[config.mk]
export PLATFORM = sky130hd
export DESIGN_NAME = bank_rsp_credit_return
export DESIGN_NICKNAME = d
export VERILOG_FILES = /design/src/rtl/bank_rsp_credit_return.sv
export SDC_FILE = /design/constraint.sdc
export NUM_CORES = 1
export LEC_CHECK = 0
export ABC_CLOCK_PERIOD_IN_PS = 19200
export CORE_MARGIN = 2
export CORE_UTILIZATION = 55
export CTS_BUF_LIST = sky130_fd_sc_hd__clkbuf_16
export DETAILED_ROUTE_END_ITERATION = 10
export PLACE_DENSITY = 0.74
export SYNTH_ARGS = -nofsm -noshare
export SYNTH_HDL_FRONTEND = slang
export SYNTH_SLANG_ARGS = --single-unit
[constraint.sdc]
create_clock -name clk -period 19.2 [get_ports clk]
set_clock_uncertainty 0.2 [all_clocks]
set_input_delay 1.92 -clock clk [delete_from_list [all_inputs] [get_ports clk]]
set_output_delay 1.92 -clock clk [all_outputs]
set_load 0.03 [all_outputs]
[src/rtl/bank_rsp_credit_return.sv]
// ---------------------------------------------------------------------------
// bank_rsp_credit_return
//
// Return end of the per-channel read-credit protocol. Every memory channel
// owns CREDIT_NUM response slots (one per credit granted by the issue side),
// so channels push without backpressure. Buffered responses are round-robin
// arbitrated onto one output stream, and each response popped returns one
// credit to its channel through a one-cycle release pulse.
//
// Ports:
//   clk, rst                 clock; asynchronous active-high reset
//   ch_rsp_valid[c]          push strobe for channel c (no ready)
//   ch_rsp_data / ch_rsp_tag flattened per-channel payload, channel c at
//                            [c*W +: W]
//   out_valid / out_ready    arbitrated output handshake
//   out_data / out_tag       show-ahead head of the granted channel
//   out_ch_id                granted channel
//   channels_credit_release  one-cycle pulse per popped response
//   overflow_err             sticky per-channel "push dropped while full"
//   ch_occupancy             per-channel entry count, 4 bits each
// ---------------------------------------------------------------------------
module bank_rsp_credit_return #(
  parameter int CHANNEL_NUM = 3,
  parameter int CREDIT_NUM  = 8,
  parameter int DATA_WIDTH  = 64,
  parameter int TAG_WIDTH   = 8
) (
  input  logic                            clk,
  input  logic                            rst,
  input  logic [CHANNEL_NUM-1:0]          ch_rsp_valid,
  input  logic [CHANNEL_NUM*DATA_WIDTH-1:0] ch_rsp_data,
  input  logic [CHANNEL_NUM*TAG_WIDTH-1:0]  ch_rsp_tag,
  output logic                            out_valid,
  input  logic                            out_ready,
  output logic [DATA_WIDTH-1:0]           out_data,
  output logic [TAG_WIDTH-1:0]            out_tag,
  output logic [1:0]                      out_ch_id,
  output logic [CHANNEL_NUM-1:0]          channels_credit_release,
  output logic [CHANNEL_NUM-1:0]          overflow_err,
  output logic [CHANNEL_NUM*4-1:0]        ch_occupancy
);

  localparam int PTR_W   = (CREDIT_NUM > 1) ? $clog2(CREDIT_NUM) : 1;
  localparam int CNT_W   = PTR_W + 1;
  localparam int ENTRY_W = DATA_WIDTH + TAG_WIDTH;

  logic [CHANNEL_NUM-1:0]         not_empty;
  logic [CHANNEL_NUM-1:0]         pop;
  logic [CHANNEL_NUM*ENTRY_W-1:0] head_flat;

  logic [1:0] rr_ptr_reg;
  logic       lock_reg;
  logic [1:0] lock_ch_reg;
  logic [1:0] search_grant;
  logic [1:0] grant;
  logic       found;
  logic       handshake;
  int         idx;

  // -------------------------------------------------------------------------
  // Per-channel response buffers
  // -------------------------------------------------------------------------
  genvar gi;
  generate
    for (gi = 0; gi < CHANNEL_NUM; gi++) begin : g_ch
      logic [ENTRY_W-1:0] mem [CREDIT_NUM];
      logic [PTR_W-1:0]   wr_ptr_reg;
      logic [PTR_W-1:0]   rd_ptr_reg;
      logic [CNT_W-1:0]   count_reg;
      logic               overflow_reg;
      logic               full;
      logic               push_accept;

      assign full      = (count_reg == CNT_W'(CREDIT_NUM));
      assign not_empty[gi] = (count_reg != '0);
      // A pop in the same cycle frees the slot the push needs, so a push at
      // full is still accepted in that case.
      assign push_accept = ch_rsp_valid[gi] & (~full | pop[gi]);

      // Storage has no reset: contents are meaningless until counted.
      always_ff @(posedge clk) begin
        if (push_accept) begin
          mem[wr_ptr_reg] <= {ch_rsp_tag[gi*TAG_WIDTH +: TAG_WIDTH],
                              ch_rsp_data[gi*DATA_WIDTH +: DATA_WIDTH]};
        end
      end

      // Show-ahead head read.
      assign head_flat[gi*ENTRY_W +: ENTRY_W] = mem[rd_ptr_reg];

      always_ff @(posedge clk or posedge rst) begin
        if (rst) begin
          wr_ptr_reg   <= '0;
          rd_ptr_reg   <= '0;
          count_reg    <= '0;
          overflow_reg <= 1'b0;
        end else begin
          if (push_accept) begin
            wr_ptr_reg <= wr_ptr_reg + PTR_W'(1);
          end
          if (pop[gi]) begin
            rd_ptr_reg <= rd_ptr_reg + PTR_W'(1);
          end
          case ({push_accept, pop[gi]})
            2'b10:   count_reg <= count_reg + CNT_W'(1);
            2'b01:   count_reg <= count_reg - CNT_W'(1);
            default: count_reg <= count_reg;
          endcase
          if (ch_rsp_valid[gi] && full && !pop[gi]) begin
            overflow_reg <= 1'b1;
          end
        end
      end

      assign overflow_err[gi]          = overflow_reg;
      assign ch_occupancy[gi*4 +: 4]   = 4'(count_reg);
    end
  endgenerate

  // -------------------------------------------------------------------------
  // Round-robin search starting at rr_ptr
  // -------------------------------------------------------------------------
  always_comb begin
    search_grant = 2'd0;
    found        = 1'b0;
    idx          = 0;
    for (int i = 0; i < CHANNEL_NUM; i++) begin
      idx = int'(rr_ptr_reg) + i;
      if (idx >= CHANNEL_NUM) begin
        idx = idx - CHANNEL_NUM;
      end
      if (!found && not_empty[idx]) begin
        found        = 1'b1;
        search_grant = 2'(idx);
      end
    end
  end

  // A stalled grant is held so the consumer sees a stable response even if
  // a higher-priority channel fills while it waits.
  assign grant     = lock_reg ? lock_ch_reg : search_grant;
  assign out_valid = |not_empty;
  assign out_ch_id = grant;
  assign handshake = out_valid & out_ready;

  always_comb begin
    pop      = '0;
    out_data = '0;
    out_tag  = '0;
    for (int c = 0; c < CHANNEL_NUM; c++) begin
      if (grant == 2'(c)) begin
        pop[c]   = handshake;
        out_data = head_flat[c*ENTRY_W +: DATA_WIDTH];
        out_tag  = head_flat[c*ENTRY_W + DATA_WIDTH +: TAG_WIDTH];
      end
    end
  end

  // -------------------------------------------------------------------------
  // Arbiter state and credit release
  // -------------------------------------------------------------------------
  always_ff @(posedge clk or posedge rst) begin
    if (rst) begin
      rr_ptr_reg              <= 2'd0;
      lock_reg                <= 1'b0;
      lock_ch_reg             <= 2'd0;
      channels_credit_release <= '0;
    end else begin
      channels_credit_release <= pop;
      if (handshake) begin
        lock_reg   <= 1'b0;
        rr_ptr_reg <= (grant == 2'(CHANNEL_NUM - 1)) ? 2'd0 : grant + 2'd1;
      end else if (out_valid) begin
        lock_reg    <= 1'b1;
        lock_ch_reg <= grant;
      end
    end
  end

  // Only one channel can be popped per cycle, so at most one credit returns.
  release_onehot: assert property (@(posedge clk) disable iff (rst)
    $onehot0(channels_credit_release));

  // A held grant must always point at a channel with a head entry.
  lock_nonempty: assert property (@(posedge clk) disable iff (rst)
    lock_reg |-> out_valid);

endmodule

# Word level (Yosys, flattened, before mapping)
# Memories as Yosys holds them, arrays and structs flattened.
# Cells that the tools add are included.
# totals
reg_bits	41
latch_bits	0
mem_bits_rw	1728
mem_bits_ro	0
in_bits	222
out_inout_bits	93
wordCells	127
n_memories	3
# op_classes
addsub	18
multipliers	0
n_div	0
magnitude_cmp	6
n_eq_ne	11
shift	0
n_mux	39
bitwise_logic	11
n_reduce_logical	23
# mem_list
name	words	width	rd	rd_clocked_by_memory_dff	wr	line_no	source
g_ch[0].mem	8	72	1	0	1	66	logic [ENTRY_W-1:0] mem [CREDIT_NUM];
g_ch[1].mem	8	72	1	0	1	66	
g_ch[2].mem	8	72	1	0	1	66	
# op_table
op	count
64-bit two-way mux	3
32-bit by 4-bit < comparator with 1-bit output, second input constant	3
32-bit two-way mux	3
8-bit two-way mux	3
4-bit one-hot mux with 2 select lines	3
1-bit two-way mux	19
3-bit by 1-bit adder with 3-bit output, second input constant	6
4-bit by 1-bit adder with 4-bit output, second input constant	3
4-bit == test, second input constant	3
4-bit nonzero test	3
4-bit by 1-bit subtractor with 4-bit output, second input constant	3
2-bit two-way mux	5
2-bit by 1-bit == test with 1-bit output, second input constant	4
2-bit == test, second input constant	4
1-bit logical AND	8
2-bit nonzero test	4
3-bit by 2-bit subtractor with 4-bit output, second input constant	2
1-bit binary-select mux with 2-bit select	3
3-bit by 2-bit >= comparator with 1-bit output, second input constant	2
1-bit logical NOT	5
1-bit AND	4
1-bit inverter	4
2-bit by 1-bit adder with 3-bit output, second input constant	1
2-bit by 2-bit adder with 3-bit output, second input constant	1
other kinds (7)	9

# Longest topological paths before layout
# Gate-level depths: netlist (run 1).
# logic_depth
word_depth	19
depth_mapped	15
depth_no_buf	13

# Worst setup path before layout (run 1)
# Ideal clock, no wire load.
# synth_path
path_type	in2reg
start	in out_ready
end	mem g_ch[2].mem[1][0] in the netlist's numbering, enable pin
setup_ns	0.705
arrival_ns	9.998
t_required_ns	18.295
slack_ns	8.297
cell_stages	6
path_buffers	0
cell_sequence	o31ai_2 nor2_1 nand2_1 inv_2 o21ai_1 nor4b_1
# synth_via
elab_chain_len	6
# synth_lines
item	line_no	source
start: declaration	34	input logic out_ready,
1-bit AND	144	assign handshake = out_valid & out_ready;
1-bit two-way mux	151	if (grant == 2'(c)) begin
net pop[2]	48	logic [CHANNEL_NUM-1:0] pop;
1-bit bitwise OR	78	assign push_accept = ch_rsp_valid[gi] & (~full | pop[gi]);
1-bit AND	78	
1-bit two-way mux	82	if (push_accept) begin
1-bit two-way mux (not written as such)	83	mem[wr_ptr_reg] <= {ch_rsp_tag[gi*TAG_WIDTH +: TAG_WIDTH],
end: declaration	66	
# The timed path passes the listed nets, and every way through them passes these cells.

# Worst setup path in the final report (run 1)
# layout_path
start	reg g_ch[2].rd_ptr_reg[0]
end	out out_tag[2]
# layout_via
elab_chain_len	2
# layout_lines
item	line_no	source
start: declaration	68	logic [PTR_W-1:0] rd_ptr_reg;
start signal: assignment	102	rd_ptr_reg <= rd_ptr_reg + PTR_W'(1);
memory read 8 x 72 bit	n/a	
8-bit two-way mux	151	
end: declaration	36	output logic [TAG_WIDTH-1:0] out_tag,
# No other way between the ends.

==> results.md, run 1 <==
- Critical path's top delay family: buffers and inverters
- Area contributors post-synth: edfxtp_1 76%, mux4_2 14%, mux2i_1 2.1%, dfrtp_1 1.5%, mux2_2 1.3%
- Worst setup margin: 11.71 ns
- Num rows: 128
- Post-synth ARST share: 2.32%
- Crit end category: primary output
- Number of detailed-route iterations in the first pass: 7
- Final setup TNS: 0 ns
- R2R depth: 13
- Reg2reg setup slack: 14.00 ns
- RR Endpoint: g_ch[2].mem[5][49]
- WP data arrival: 5.37 ns
- Outcome: finished, final reports clean
- DP Cell Count: 4838
- Tmin final: 7.49 ns
- Share of layout cells above drive strength 1: 24.5%
- Hold path depth: 1
- Seq/Total Area, Yosys: 77.9%
- Seq cells post-synth: 1769
- Leak pwr: 25.1 nW
- CTS tree: built
- Post-route design area: 78600 um2
- CP bufs+invs: 3
- Avg Cell Area, Syn: 22.7 um2
- Nets: 3622
- I/O Buffers: 314
- Gr ovfl total: 0
- DRC: 0
- Clock Root Buffer: clkbuf_16
- Via count: 32300
- RSZ-0062 raised after global routing: false
- Largest net degree at the start of global routing: 152
- Multi-input logic area: 14500 um2
- Clock Sinks: 1769
- Area grow syn2layout: 15.7%
- Setup CP Type: reg2out
- Final setup fails: 0
- Fmax: 134 MHz
- Clock Path Buffers: 3
- Max-cap violations: 0
- Final Cycle Share: 39.0%
- CP dominant cell by count: buf_4
- CP max FO: 50
- Top-area cell type share of the netlist area: 76.4%
- Core ar.: 122000 um2
- Sequential Area: 52900 um2
- Hold EP: g_ch[2].overflow_reg
- PD cells: 161 nW/um2
- Detail-routed via count per cell: 6.25
- Crit path launch type: register
- EDFF count, synth: 1728
- Hold path start: g_ch[2].overflow_reg
- Worst endpoint required time: 17.08 ns
- First-pass GRT wire length: 229 mm
- Initial Utilization: 55.6%
- Top_reg_cell synth: edfxtp_1
- Slew margin rel.: 19.8%
- Fin cells: 5173
- WL final: 158 mm
- Post-CTS Setup Repair Bufs: 0
- Hold WC Path Type: reg2reg
- Slew Viols, Final: 0
- Latest clock arrival within the worst-skew pair: 0.77 ns
- H-tree depth: 4
- Max FFs per register: 1728
- Antenna violations before repair: 39
- Gr usage total: 25.3%
- Synth area leader: edfxtp_1
- Avg WL per Cell: 30.6 um
- Final core occ: 64.3%
- Final Hold Vio Count: 0
- Cell Area, Synth: 68000 um2
- Crit path cell chain: buf_4 > buf_4 > mux4_2 > mux2i_1 > nor2_1 > a21oi_1 > o22ai_1 > clkdlybuf4s50_1
- Die Y: 356 um
- I/O Pins: 315
- Worst slack at placement: 12.34 ns
- Worst-path clk slew: 0.06 ns
- Vias in the first global route: 33100
- Gpl congestion: 0.822
- Net Count, Synth: 3227
- Synthesis Warnings: 0
- Area post-placement: 73200 um2
- RR Startpoint: rr_ptr_reg[0]
- Unique masters post-synth: 61
- Worst-Margin Slew: 1.20 ns
- Post-Syn Instances: 2993
- FILL cells: 7758
- Final ANT Viol Nets: 0
- DP Wirelength: 94.6 mm
- CTS hold repair buffers: 0
- Detailed Route Iter0 Violations: 3487
- Num CTS Buffers: 173
- Die boundary width: 356 um
- Cells resized by post-CTS repair: 0
- Full die area: 126000 um2
- Peak supply drop: 0.269 mV
- CP max-delay cell: buf_4
- Crit-path max cell delay: 0.88 ns
## synth_stat cells (all sizes together), types with 4 or more instances
library cell / n
or4: 4
inv: 11
xnor2: 13
xor2: 5
nand3: 6
nand2b: 8
dfrtp: 41
nor4: 7
edfxtp: 1728
nor2: 93
mux2: 80
o21ai: 6
buf: 53
ha: 12
nand2: 25
clkbuf: 110
mux4: 432
nor3: 10
a21oi: 79
o22ai: 76
mux2i: 145
## report_power, final
part	internal (W)	switching, W
logic	0.00181	0.00247
registers	0.00486	0.000342
clock network	0.00175	0.00139
## how the worst max path moves through the flow
stage | startpoint | end | slack (ns) | cells past startpoint
floorplan | out_ready | g_ch[2].mem[1][0] | 8.30 | 6
global placement | g_ch[2].rd_ptr_reg[0] | out_data[0] | 12.35 | 8
detailed placement | g_ch[2].rd_ptr_reg[0] | out_tag[2] | 12.34 | 8
CTS | g_ch[2].rd_ptr_reg[0] | out_tag[2] | 11.51 | 8
global route | g_ch[2].rd_ptr_reg[0] | out_tag[2] | 11.37 | 8
finish | g_ch[2].rd_ptr_reg[0] | out_tag[2] | 11.71 | 8
## through the flow
| step | hold slack [ns] | total power (W) |
|---|---|---|
| 2_1_floorplan | 0.238 | 0.00797 |
| 3_3_place_gp | 0.249 | 0.00948 |
| 3_5_place_dp | 0.274 | 0.00960 |
| 4_1_cts | 0.285 | 0.0128 |
| 5_1_grt | 0.319 | 0.0131 |
| 6_report | 0.277 | 0.0126 |
## placed cells by master (no fill, tap or decap), types with 4 or more instances in the layout
cell type | Yosys | final
xnor2_1 | 13 | 13
a21oi_1 | 79 | 78
clkinv_2 | 0 | 36
o21ai_0 | 5 | 5
clkinvlp_4 | 0 | 5
ha_1 | 12 | 12
o22ai_1 | 76 | 76
dfrtp_1 | 41 | 32
mux4_2 | 432 | 432
clkbuf_16 | 0 | 177
nor2_1 | 93 | 81
nor3_2 | 0 | 7
xor2_1 | 5 | 5
mux2i_1 | 145 | 145
clkdlybuf4s50_1 | 0 | 314
nand3_1 | 6 | 6
clkinv_8 | 0 | 5
nor4_2 | 1 | 4
bufinv_16 | 0 | 6
mux2_2 | 80 | 80
nand2b_1 | 8 | 8
nor2_4 | 0 | 12
inv_1 | 9 | 50
dfrtp_4 | 0 | 9
diode_2 | 0 | 15
nand2_1 | 25 | 24
inv_6 | 0 | 5
edfxtp_1 | 1728 | 1728
buf_4 | 3 | 68
clkinv_1 | 0 | 40
## logic make-up after synthesis
family                     synth area share, %
DFF                                       77.9
muxes                                     17.8
AOI/OAI and AO/OA                         1.77
buffers and inverters                    0.992
and+or+nand+nor                           1.15
xor gates and xnor gates                 0.232
adders and majority gates                0.221
## metal layers
| layer | GRT usage, % | vias up | wire length, um |
|---|---|---|---|
| met1 | 32.6 | 17000 | 58100 |
| met2 | 42.1 | 1460 | 80500 |
| met4 | 8.07 | 52 | 4910 |
| li1 | - | 13500 | - |
| met3 | 6.92 | 289 | 14600 |
| met5 | 0 | - | 340 |
## cell type report
type | count | area share (%)
clock buffers | 177 | 5.64
inverters | 11 | 0.0525
diodes | 15 | 0.0478
multi-input cells | 1050 | 18.5
repair buffers | 383 | 4.67
clock inverters | 143 | 1.14
flip-flops and latches | 1769 | 67.4
well taps | 1625 | 2.59
No activity file was read; power rests on OpenSTA's default activity.
==> inputs of run 2 (changes only) <==
--- a/config.mk
+++ b/config.mk
@@ -5,7 +5,7 @@
 export SDC_FILE = /design/constraint.sdc
 export NUM_CORES = 1
 export LEC_CHECK = 0
-export ABC_CLOCK_PERIOD_IN_PS = 19200
+export ABC_CLOCK_PERIOD_IN_PS = 7010
 export CORE_MARGIN = 2
 export CORE_UTILIZATION = 55
 export CTS_BUF_LIST = sky130_fd_sc_hd__clkbuf_16
==> constraint.sdc (replaced) <==
create_clock -name clk -period 7.01 [get_ports clk]
set_clock_uncertainty 0.2 [all_clocks]
set_input_delay 0.701 -clock clk [delete_from_list [all_inputs] [get_ports clk]]
set_output_delay 0.701 -clock clk [all_outputs]
set_load 0.03 [all_outputs]
==> results.md, run 2 (synthesis gave the netlist of run 1 again) <==
- DP Cell Count: 4822
- Vias in the first global route: 32700
- Clock Root Buffer: clkbuf_16
- Outcome: finished, final reports clean
- Num CTS Buffers: 169
- Worst setup margin: 0.820 ns
- Post-CTS Setup Repair Bufs: 0
- I/O Pins: 315
- Final setup fails: 0
- Via count: 32100
- Worst hold slack: 0.235 ns
- DP Wirelength: 91.2 mm
- Setup CP Type: reg2out
- Antenna violations before repair: 40
- Crit path launch type: register
- Final Hold Vio Count: 0
- CTS tree: built
- Worst-Margin Slew: 1.17 ns
- Gr ovfl total: 0
- Number of detailed-route iterations in the first pass: 5
- Most common cell after layout, fill and taps aside: edfxtp_1
- Slew Viols, Final: 0
- Leak pwr: 25.0 nW
- Die Y: 356 um
- Fin cells: 5143
- Peak supply drop: 0.683 mV
- Area grow syn2layout: 15.8%
- Largest net degree at the start of global routing: 81
- Gr usage total: 25.1%
- Full die area: 126000 um2
- WL final: 157 mm
- Hold WC Path Type: in2async
- Gpl congestion: 0.795
- Worst-path clk slew: 0.06 ns
- Avg WL per Cell: 30.4 um
- H-tree depth: 4
- Final ANT Viol Nets: 0
- First-pass GRT wire length: 228 mm
- Slew margin rel.: 21.9%
- Cells resized by post-CTS repair: 0
- I/O Buffers: 314
- Nets: 3602
- Share of layout cells above drive strength 1: 23.8%
- RSZ-0062 raised after global routing: false
- DRC: 0
- Num rows: 128
- Detail-routed via count per cell: 6.24
- Most frequent cells in the layout: 1728 x edfxtp_1, 432 x mux4_2, 314 x clkdlybuf4s50_1
- Final Cycle Share: 88.3%
- Worst endpoint required time: 6.11 ns
- Worst slack at placement: 1.75 ns
- Fmax: 162 MHz
- Clock Sinks: 1769
- CTS hold repair buffers: 0
- Core ar.: 122000 um2
- Die boundary width: 356 um
- CP max FO: 72
- Max FFs per register: 1728
- Latest clock arrival within the worst-skew pair: 0.76 ns
- Detailed Route Iter0 Violations: 3415
- Tmin final: 6.19 ns
- PD cells: 439 nW/um2
- WP data arrival: 5.29 ns
- Final core occ: 64.4%
- Crit end category: primary output
- Clock Path Buffers: 3
- Max-cap violations: 0
- Initial Utilization: 55.6%
run 2: cell count changes in the layout (fill, tap and decap cells not counted), sizes merged:
| cell | delta |
|---|---|
| diode | +1 |
| buf | -16 |
| clkinvlp | -1 |
| inv | -3 |
| bufinv | -2 |
| clkbuf | -2 |
| clkinv | -7 |
run 2: layer usage:
metal,vias to the layer above,global-route usage (%),part of all wire [%],wire [um]
met5,-,0,0.17,259
met4,44,8.82,3.2,5040
met3,258,5.72,8.3,13000
met2,1388,41.9,51,80500
met1,16900,32.9,37,57800
li1,13500,-,-,-
run 2: path summary, 6_finish.rpt:
kind / startpoint / end / slack [ns] / cells past startpoint
worst max register to register: rr_ptr_reg[0] / g_ch[2].mem[7][52] / 2.16 / 11
worst max-delay path: g_ch[2].count_reg[1] / out_data[63] / 0.82 / 7
worst min-delay path: rst / channels_credit_release[2] / 0.24 / 3
min in group clk: g_ch[1].overflow_reg / g_ch[1].overflow_reg / 0.28 / 1
max in group asynchronous: rst / g_ch[1].rd_ptr_reg[2] / 5.86 / 3
worst min register to register: g_ch[1].overflow_reg / g_ch[1].overflow_reg / 0.28 / 1
run 2: area by class of cell:
class,instances,area [um2]
Fill cell,7825,43500
Antenna cell,16,40.0
Tap cell,1625,2030
Inverter,11,42.5
Sequential cell,1769,52900
Timing Repair Buffer,367,3920
Clock buffer,175,4380
Multi-Input combinational cell,1050,14600
Clock inverter,130,719
run 2: worst max-delay path, cell delays in order (launching register included):
cell and delay, ns:
dfrtp_1 0.47, nor4_1 0.57, a211oi_1 0.15, a22o_1 0.26
a21oi_4 0.60, nand2_4 0.68, o22ai_1 0.88, clkdlybuf4s50_1 0.81
run 2: power by group:
| part | internal, W | switching, W |
|---|---|---|
| clock network | 0.00465 | 0.00373 |
| logic | 0.00505 | 0.00685 |
| registers | 0.0133 | 0.000971 |
run 2: stage by stage:
| step | setup TNS [ns] | power (W) | instance area [um2] |
|---|---|---|---|
| 2_1_floorplan | -560.05 | 0.0218 | 68000 |
| 3_5_place_dp | 0 | 0.0265 | 73500 |
| 4_1_cts | 0 | 0.0349 | 78600 |
| 5_1_grt | 0 | 0.0359 | 78700 |
| 3_3_place_gp | 0 | 0.0263 | 73500 |
| 6_report | 0 | 0.0346 | 78700 |
